**src/rtl/mem_arb_pkg.sv**
```systemverilog
// Shared constants and types for the two-port main-memory arbiter.
// State encoding is fixed so debug tooling can decode the raw state register.
package mem_arb_pkg;

   localparam int ADDR_W = 8;
   localparam int DATA_W = 8;

   localparam logic [1:0] ST_IDLE  = 2'd0;
   localparam logic [1:0] ST_ISSUE = 2'd1;
   localparam logic [1:0] ST_DONE  = 2'd2;

   localparam logic PORT_CPU = 1'b0;
   localparam logic PORT_LDR = 1'b1;

   typedef logic [ADDR_W-1:0] addr_t;
   typedef logic [DATA_W-1:0] data_t;

   typedef struct packed {
      logic  we;
      addr_t addr;
      data_t wdata;
   } mem_cmd_t;

endpackage

```
**src/rtl/mem_arbiter_if.sv**
```systemverilog
// Requester and memory-side signals of the arbiter, bundled as one interface.
// slave = arbiter view; master = requesters plus the memory instance.
interface mem_arbiter_if;
   import mem_arb_pkg::*;

   logic  req0;
   logic  req1;
   logic  we0;
   logic  we1;
   addr_t addr0;
   addr_t addr1;
   data_t wdata0;
   data_t wdata1;
   logic  ack0;
   logic  ack1;
   data_t rdata;
   logic  busy;
   addr_t mem_addr;
   data_t mem_wdata;
   logic  mem_we;
   data_t mem_rdata;

   modport slave (
      input  req0, req1, we0, we1, addr0, addr1, wdata0, wdata1, mem_rdata,
      output ack0, ack1, rdata, busy, mem_addr, mem_wdata, mem_we
   );

   modport master (
      output req0, req1, we0, we1, addr0, addr1, wdata0, wdata1, mem_rdata,
      input  ack0, ack1, rdata, busy, mem_addr, mem_wdata, mem_we
   );

endinterface

```
**src/rtl/mem_arb_rr.sv**
```systemverilog
// Combinational 2-way round-robin pick: a lone requester always wins,
// on contention the port named by the pointer wins.
module mem_arb_rr
   import mem_arb_pkg::*;
(
   input  logic i_req0,
   input  logic i_req1,
   input  logic i_rr_ptr,
   output logic o_grant_valid,
   output logic o_grant_idx
);

   always_comb begin
      o_grant_valid = i_req0 | i_req1;
      o_grant_idx   = PORT_CPU;
      if (i_req0 && i_req1) begin
         o_grant_idx = i_rr_ptr;
      end else if (i_req1) begin
         o_grant_idx = PORT_LDR;
      end
   end

endmodule

```
**src/rtl/mem_arbiter.sv**
```systemverilog
// Two-port arbiter and access sequencer for the shared 256x8 main memory.
//
//   state    | meaning
//   ---------+-------------------------------------------------------------
//   ST_IDLE  | waiting for a request; arbitration happens only here
//   ST_ISSUE | memory command held stable; write commits at mid-cycle negedge
//   ST_DONE  | ack to the winner, rdata passed through, pointer advanced
module mem_arbiter
   import mem_arb_pkg::*;
#(
   parameter logic PRIO_FIRST = 1'b0
) (
   input  logic           clk,
   input  logic           reset_n,
   mem_arbiter_if.slave   bus
);

   logic [1:0] r_state;
   logic       r_rr_ptr;
   logic       r_winner;
   logic       r_mem_we;
   addr_t      r_mem_addr;
   data_t      r_mem_wdata;

   logic       w_grant_valid;
   logic       w_grant_idx;
   mem_cmd_t   w_cmd;

   mem_arb_rr u_rr (
      .i_req0        (bus.req0),
      .i_req1        (bus.req1),
      .i_rr_ptr      (r_rr_ptr),
      .o_grant_valid (w_grant_valid),
      .o_grant_idx   (w_grant_idx)
   );

   always_comb begin
      w_cmd = '{we: bus.we0, addr: bus.addr0, wdata: bus.wdata0};
      if (w_grant_idx == PORT_LDR) begin
         w_cmd = '{we: bus.we1, addr: bus.addr1, wdata: bus.wdata1};
      end
   end

   // mem_we is registered so it is high for exactly the ISSUE cycle and
   // drops asynchronously on reset, suppressing a pending write.
   always_ff @(posedge clk or negedge reset_n) begin
      if (!reset_n) begin
         r_state     <= ST_IDLE;
         r_rr_ptr    <= PRIO_FIRST;
         r_winner    <= PORT_CPU;
         r_mem_we    <= 1'b0;
         r_mem_addr  <= '0;
         r_mem_wdata <= '0;
      end else begin
         case (r_state)
            ST_IDLE: begin
               if (w_grant_valid) begin
                  r_mem_addr  <= w_cmd.addr;
                  r_mem_wdata <= w_cmd.wdata;
                  r_mem_we    <= w_cmd.we;
                  r_winner    <= w_grant_idx;
                  r_state     <= ST_ISSUE;
               end
            end
            ST_ISSUE: begin
               r_mem_we <= 1'b0;
               r_state  <= ST_DONE;
            end
            ST_DONE: begin
               r_rr_ptr <= ~r_winner;
               r_state  <= ST_IDLE;
            end
            default: begin
               r_mem_we <= 1'b0;
               r_state  <= ST_IDLE;
            end
         endcase
      end
   end

   assign bus.mem_addr  = r_mem_addr;
   assign bus.mem_wdata = r_mem_wdata;
   assign bus.mem_we    = r_mem_we;
   assign bus.busy      = (r_state != ST_IDLE);
   assign bus.ack0      = (r_state == ST_DONE) && (r_winner == PORT_CPU);
   assign bus.ack1      = (r_state == ST_DONE) && (r_winner == PORT_LDR);
   // Pass-through keeps request-to-ack at two cycles.
   assign bus.rdata     = (r_state == ST_DONE) ? bus.mem_rdata : '0;

endmodule

```
**src/flat_wrapper.sv**
```systemverilog
// flat-port wrapper written by rule: the top's interface ports become plain ports
module mem_arbiter_flat import mem_arb_pkg::*;
#(
   parameter logic PRIO_FIRST = 1'b0
)
  (clk, reset_n, bus_req0, bus_req1, bus_we0, bus_we1, bus_addr0, bus_addr1, bus_wdata0, bus_wdata1, bus_mem_rdata, bus_ack0, bus_ack1, bus_rdata, bus_busy, bus_mem_addr, bus_mem_wdata, bus_mem_we);
  mem_arbiter_if bus_i ();
  input  logic clk;
  input  logic reset_n;
  input wire logic [$bits(bus_i.req0)-1:0] bus_req0;
  input wire logic [$bits(bus_i.req1)-1:0] bus_req1;
  input wire logic [$bits(bus_i.we0)-1:0] bus_we0;
  input wire logic [$bits(bus_i.we1)-1:0] bus_we1;
  input wire logic [$bits(bus_i.addr0)-1:0] bus_addr0;
  input wire logic [$bits(bus_i.addr1)-1:0] bus_addr1;
  input wire logic [$bits(bus_i.wdata0)-1:0] bus_wdata0;
  input wire logic [$bits(bus_i.wdata1)-1:0] bus_wdata1;
  input wire logic [$bits(bus_i.mem_rdata)-1:0] bus_mem_rdata;
  output wire logic [$bits(bus_i.ack0)-1:0] bus_ack0;
  output wire logic [$bits(bus_i.ack1)-1:0] bus_ack1;
  output wire logic [$bits(bus_i.rdata)-1:0] bus_rdata;
  output wire logic [$bits(bus_i.busy)-1:0] bus_busy;
  output wire logic [$bits(bus_i.mem_addr)-1:0] bus_mem_addr;
  output wire logic [$bits(bus_i.mem_wdata)-1:0] bus_mem_wdata;
  output wire logic [$bits(bus_i.mem_we)-1:0] bus_mem_we;
  assign bus_i.req0 = bus_req0;
  assign bus_i.req1 = bus_req1;
  assign bus_i.we0 = bus_we0;
  assign bus_i.we1 = bus_we1;
  assign bus_i.addr0 = bus_addr0;
  assign bus_i.addr1 = bus_addr1;
  assign bus_i.wdata0 = bus_wdata0;
  assign bus_i.wdata1 = bus_wdata1;
  assign bus_i.mem_rdata = bus_mem_rdata;
  assign bus_ack0 = bus_i.ack0;
  assign bus_ack1 = bus_i.ack1;
  assign bus_rdata = bus_i.rdata;
  assign bus_busy = bus_i.busy;
  assign bus_mem_addr = bus_i.mem_addr;
  assign bus_mem_wdata = bus_i.mem_wdata;
  assign bus_mem_we = bus_i.mem_we;
  mem_arbiter #(.PRIO_FIRST(PRIO_FIRST)) u_core (.clk(clk), .reset_n(reset_n), .bus(bus_i));
endmodule
```
**config.mk**
```make
export PLATFORM = sky130hd
export DESIGN_NAME = mem_arbiter_flat
export DESIGN_NICKNAME = d
export VERILOG_FILES = /design/src/rtl/mem_arb_pkg.sv /design/src/rtl/mem_arbiter_if.sv /design/src/rtl/mem_arb_rr.sv /design/src/rtl/mem_arbiter.sv /design/src/flat_wrapper.sv
export SDC_FILE = /design/constraint.sdc
export NUM_CORES = 1
export LEC_CHECK = 0
export CAP_MARGIN = 15
export CORE_UTILIZATION = 30
export CTS_CLUSTER_SIZE = 25
export DETAILED_ROUTE_END_ITERATION = 10
export MAX_ROUTING_LAYER = met4
export PLACE_DENSITY_LB_ADDON = 0.05
export RECOVER_POWER = 50
export SETUP_SLACK_MARGIN = 0.2
export SLEW_MARGIN = 20
export SYNTH_ARGS = -nofsm -noshare
export SYNTH_HDL_FRONTEND = slang
export SYNTH_SLANG_ARGS = --single-unit
export TNS_END_PERCENT = 100
```
**constraint.sdc**
```tcl
create_clock -name clk -period 1.2 [get_ports clk]
set_input_delay 0.18 -clock clk [delete_from_list [all_inputs] [get_ports clk]]
set_output_delay 0.18 -clock clk [all_outputs]
set_load 0.02 [all_outputs]
```
* After elaboration in Yosys (flattened, before gate mapping)
Cells that the tools add are included. W data, S select, Z words.
Operators by class: equal/unequal tests 3, bitwise gates (word level) 3, reduce and logical (&&, ||, !) cells 7, multiplexer cells 8
Operator list (count):
- $mux W17 | 1
- $mux W8 | 1
- $pmux W2 S2 | 1
- $reduce_and A2 Y1 | 2
- $logic_and A1 B1 Y1 | 3
- $mux W1 | 3
- $eq A2 B1 Y1 const B | 1
- $eq A2 B2 Y1 const B | 1
- $logic_not A2 Y1 | 1
- $mux W2 | 1
- $ne A2 B2 Y1 const B | 1
- $not A1 Y1 | 2
- $pmux W1 S2 | 1
- $reduce_bool A2 Y1 | 1
- $or A1 B1 Y1 | 1
Word-level totals: register bits after elaboration 21

* Depth between registers and ports, before layout
Gate-level depths: netlist (run 1).
word-level depth 5, depth in mapped cells 5

* By module
From an unflattened synthesis (run 1), not the netlist that was laid out.
Unflattened totals: cells, all modules 98, area, all modules 1092.3 um^2
By module, submodules not included:
- mem_arbiter | sequential area each 525.5 um^2, cells each 95, area an instance 1074.8 um^2, instances 1
- mem_arb_rr | sequential area each 0.0 um^2, cells each 3, area an instance 17.5 um^2, instances 1

* Worst setup path after synthesis (run 1)
OpenSTA, ideal clock, no wires.
path kind register -> output, from reg u_core.r_state[1], to out bus_ack1, data arrival time 1042 ps, cell stages (with the launch flop) 3, setup slack -22 ps, buffers on the path 0, cells stage by stage dfrtp_1 -> nor2b_1 -> and2_1
On the way: cells in the longest elaborated chain, start to end 2
RTL lines:
- start, declared | RTL line mem_arbiter.sv:18 | logic [1:0] r_state;
- start signal, assigned | RTL line mem_arbiter.sv:48 | r_state <= ST_IDLE;
- start signal, assigned | RTL line mem_arbiter.sv:62 | r_state <= ST_ISSUE;
- start signal, assigned | RTL line mem_arbiter.sv:67 | r_state <= ST_DONE;
- $eq A2 B2 Y1 | RTL line mem_arbiter.sv:86 | assign bus.ack1 = (r_state == ST_DONE) && (r_winner == PORT_LDR);
- $logic_and A1 B1 Y1 | RTL line mem_arbiter.sv:86
- end, declared | RTL line flat_wrapper.sv:20 | output wire logic [$bits(bus_i.ack1)-1:0] bus_ack1;
No other way between the ends.

* Worst setup path in the final report (run 1)
from reg u_core.r_state[0], to reg u_core.r_mem_wdata[3] (netlist: u_core.bus.mem_wdata[3])
On the way: cells in the longest elaborated chain, start to end 2
RTL lines:
- $logic_not A2 Y1 | RTL line mem_arbiter.sv:55 | case (r_state)
- $reduce_and A2 Y1 (no source line)
- end signal, assigned | RTL line mem_arbiter.sv:59 | r_mem_wdata <= w_cmd.wdata;
- end, declared | RTL line mem_arbiter.sv:23 | data_t r_mem_wdata;
No other way between the ends. A chain may end at the register's enable or synchronous reset.

==> impl_metrics.tcl, run 1 <==
set metrics [dict create \
    ys_top_cells_by_count "21 x dfrtp_1, 18 x o21ai_0, 17 x nand3_1, 16 x a21oi_1, 16 x a31oi_1" \
    status "finished, violations left" \
    r2r_slack_ns -0.16 \
    max-slew-margin-rel_pct 65.1 \
    syn_inst 124 \
    num_vias 1345 \
    critPathMaxStageDelay_ns 0.47 \
    die_x_um 63.2 \
    wl_um 4040 \
    reg2reg_to "u_core.bus.mem_wdata[3]" \
    worstMarginPinSlew_ns 0.524 \
    whs_ns 0.425 \
    setup_viol 30 \
    grt_pass1_wl_um 6240 \
    synthesis.nets 170 \
    antenna_left 0 \
    cp-start-kind "register" \
    yosys_most_used_dff "dfrtp_1" \
    cts_buffers 3 \
    cp-end-kind "register" \
    drive_gt1_share_pct 39.0 \
    syn2layout_area_growth_pct 103 \
    path_delay_family "flip-flops" \
    cts_buffer_depth 2 \
    min_path_type "input pin to asynchronous set/reset pin" \
    postCtsHoldBufs 0 \
    fin_util_pct 65.8 \
    drv_slew 0 \
    cp.arrival_ns 1.48 \
    n_fill_cell 301 \
    fin_crit_sh_pct 113 \
    ys_seq_elements 21 \
    synth.top_cell.area_share_pct 46.8 \
    synth_top_cell_by_area "dfrtp_1" \
    tns_ns -3.74 \
    clkTransAtPathRegs_ns 0.08 \
    rows 21 \
    clock_latency_ns 0.26 \
    dieArea_um2 3990 \
    cts_num_sinks 21 \
    cts_tree "built" \
    h-tree-depth 1 \
    num_io_pins 74 \
    leakagePower_uw 0.000982 \
    synth_edf_count 0 \
    fmax_mhz 737 \
    power.density_nw_per_um2 2350 \
    async_flop_share_pct 100 \
    yosys_warnings 0 \
    cts-root-buf "clkbuf_8" \
    die-height_um 63.2 \
    yosys.cell_types.count 22 \
    seq_area_frac_synth_pct 46.8 \
    synth.most_common_cell "dfrtp_1" \
    rr_worst_depth 7 \
    route.detailed.drc 0 \
    finClkSkew_ns 0.00329 \
    r2r-start "u_core.r_state[0]" \
    violations "setup timing" \
    grt_max_degree 22 \
    drtIter0Drc 52 \
    worst_slack_ns -0.157 \
    hold_viol_final 0 \
    routedWlPerCell_um 15.0 \
    gp_congestion 0.799 \
    num_antenna_cells 0 \
    antenna_found_initial 0 \
    synth.avg_cell_area_um2 9.06 \
    rsz0062_at_grt "true" \
    start_util_pct 32.4 \
    core_um2 3470 \
    worstPathBufferInverterCount 4 \
    dr.pass1.iters 4 \
    grt.total_usage_pct 20.5 \
    netlist_area_um2 1120 \
    crit_chain "buf_6 -> nor2_8 -> inv_6 -> buf_6 -> nor2_4 -> buf_6 -> a31oi_4" \
    yosys-top-cells-area "dfrtp_1 47%, a31oi_1 8.9%, o21ai_0 8.0%" \
    cp_slowest_cell "dfrtp_2" \
    cap_violations 0 \
    fin_crit_ns 1.36 \
    overflow 0 \
    grt_pass1_vias 1286 \
    critPathMostFrequentCell "buf_6" \
    vias_per_cell 5.00 \
    io_buffers 73 \
    post-dp-hpwl_um 2640 \
    cp.required_ns 1.33 \
    nNetsFinal 270 \
    worst-path-max-fanout 7 \
    critPathKind "register to register" \
    vdd_drop_max_uv 977 \
    total_power_uw 5360 \
]
## how the worst max path moves through the flow
stage | start | endpoint | slack [ns] | cells after the start
after floorplan | u_core.r_state[1] | u_core.bus.mem_addr[3] | 0.03 | 5
after global placement | u_core.r_state[0] | bus_rdata[0] | -0.35 | 3
after detailed placement | u_core.r_state[0] | bus_rdata[2] | -0.41 | 3
after CTS | u_core.r_state[0] | u_core.bus.mem_wdata[3] | -0.18 | 7
after global routing | u_core.r_state[0] | u_core.bus.mem_addr[5] | -0.21 | 7
final | u_core.r_state[0] | u_core.bus.mem_wdata[3] | -0.16 | 7
## report_power, final
| group | leakage [uW] | switching, uW | total, uW | internal [uW] |
|---|---|---|---|---|
| Sequential | 0.000239 | 270 | 1340 | 1070 |
| Clock | 0.0000255 | 226 | 457 | 231 |
| Combinational | 0.000718 | 1640 | 3560 | 1920 |
## worst register-to-register path, cell delays in order (launching register included)
cell and delay [ns]:
dfrtp_2 0.47, buf_6 0.15, nor2_8 0.10, inv_6 0.04, buf_6 0.11, nor2_4 0.13, buf_6 0.15, a31oi_4 0.08
## state kept, by name (all words and copies together), names as in the netlist
register and count:
u_core.bus.mem_addr 8, u_core.bus.mem_wdata 8, u_core.r_state 2, u_core.bus.mem_we 1, u_core.r_rr_ptr 1, u_core.r_winner 1
## through the flow
stage / cells / setup WS (ns) / cell area (um2)
3_3_place_gp: 249 / -0.350 / 2000
5_1_grt: 269 / -0.214 / 2280
6_report: 269 / -0.157 / 2280
4_1_cts: 258 / -0.176 / 2080
2_1_floorplan: 124 / 0.0341 / 1150
3_5_place_dp: 249 / -0.405 / 2000
## layout by cell type (no fill, tap or decap), drive strengths merged, types with 4 or more instances in the layout
cell type      count
a21oi             16
clkdlybuf4s50     43
nand3             17
buf               57
a31oi             16
nor2b              4
clkbuf             5
nor2               4
and2               9
o21ai             18
dfrtp             21
## area by class of cell
class / count / area (um2) / area share (%)
sequential: 21 / 528 / 23.1
tap: 46 / 57.6 / 2.52
multi-input combinational: 92 / 617 / 27.0
timing repair buffer: 104 / 1020 / 44.8
inverter: 2 / 12.5 / 0.548
clock inverter: 1 / 5.00 / 0.219
clock buffer: 3 / 41.3 / 1.81
## metal layers
metal  vias to the layer above  part of all wire (%)  track usage [%]
met3                         2                   6.4             2.72
met2                        55                    50             32.5
met5                         -                     0                -
met1                       636                    44             27.1
li1                        652                     -                -
met4                         0                  0.37             6.53
## what timing repair did
action,4_1_cts,5_1_grt
setup endpoints to repair,48,46
cloned,2,1
gates resized for setup,151,37
pin swaps,5,5
buffers inserted,3,10
## cell families (layout without fill, tap and decap cells)
logic type | after synthesis | in the layout | share of synthesized area, %
DFF | 21 | 21 | 46.8
AOI/OAI and AO/OA | 53 | 53 | 26.2
and+or+nand+nor | 38 | 39 | 20.7
buffers and inverters | 12 | 110 | 6.35
Note: power is estimated with default switching activity, not from simulation.
==> inputs of run 2 (changes only) <==
Settings changed: CAP_MARGIN 15 to not set.
==> results of run 2 <==
Same layout as run 1: the final DEF is identical, and so are final timing and power.
==> inputs of run 3 (changes only) <==
Settings changed: CAP_MARGIN set to 20, TNS_END_PERCENT 100 to not set.
==> results of run 3 <==
Same layout as run 1: the final DEF is identical, and so are final timing and power.
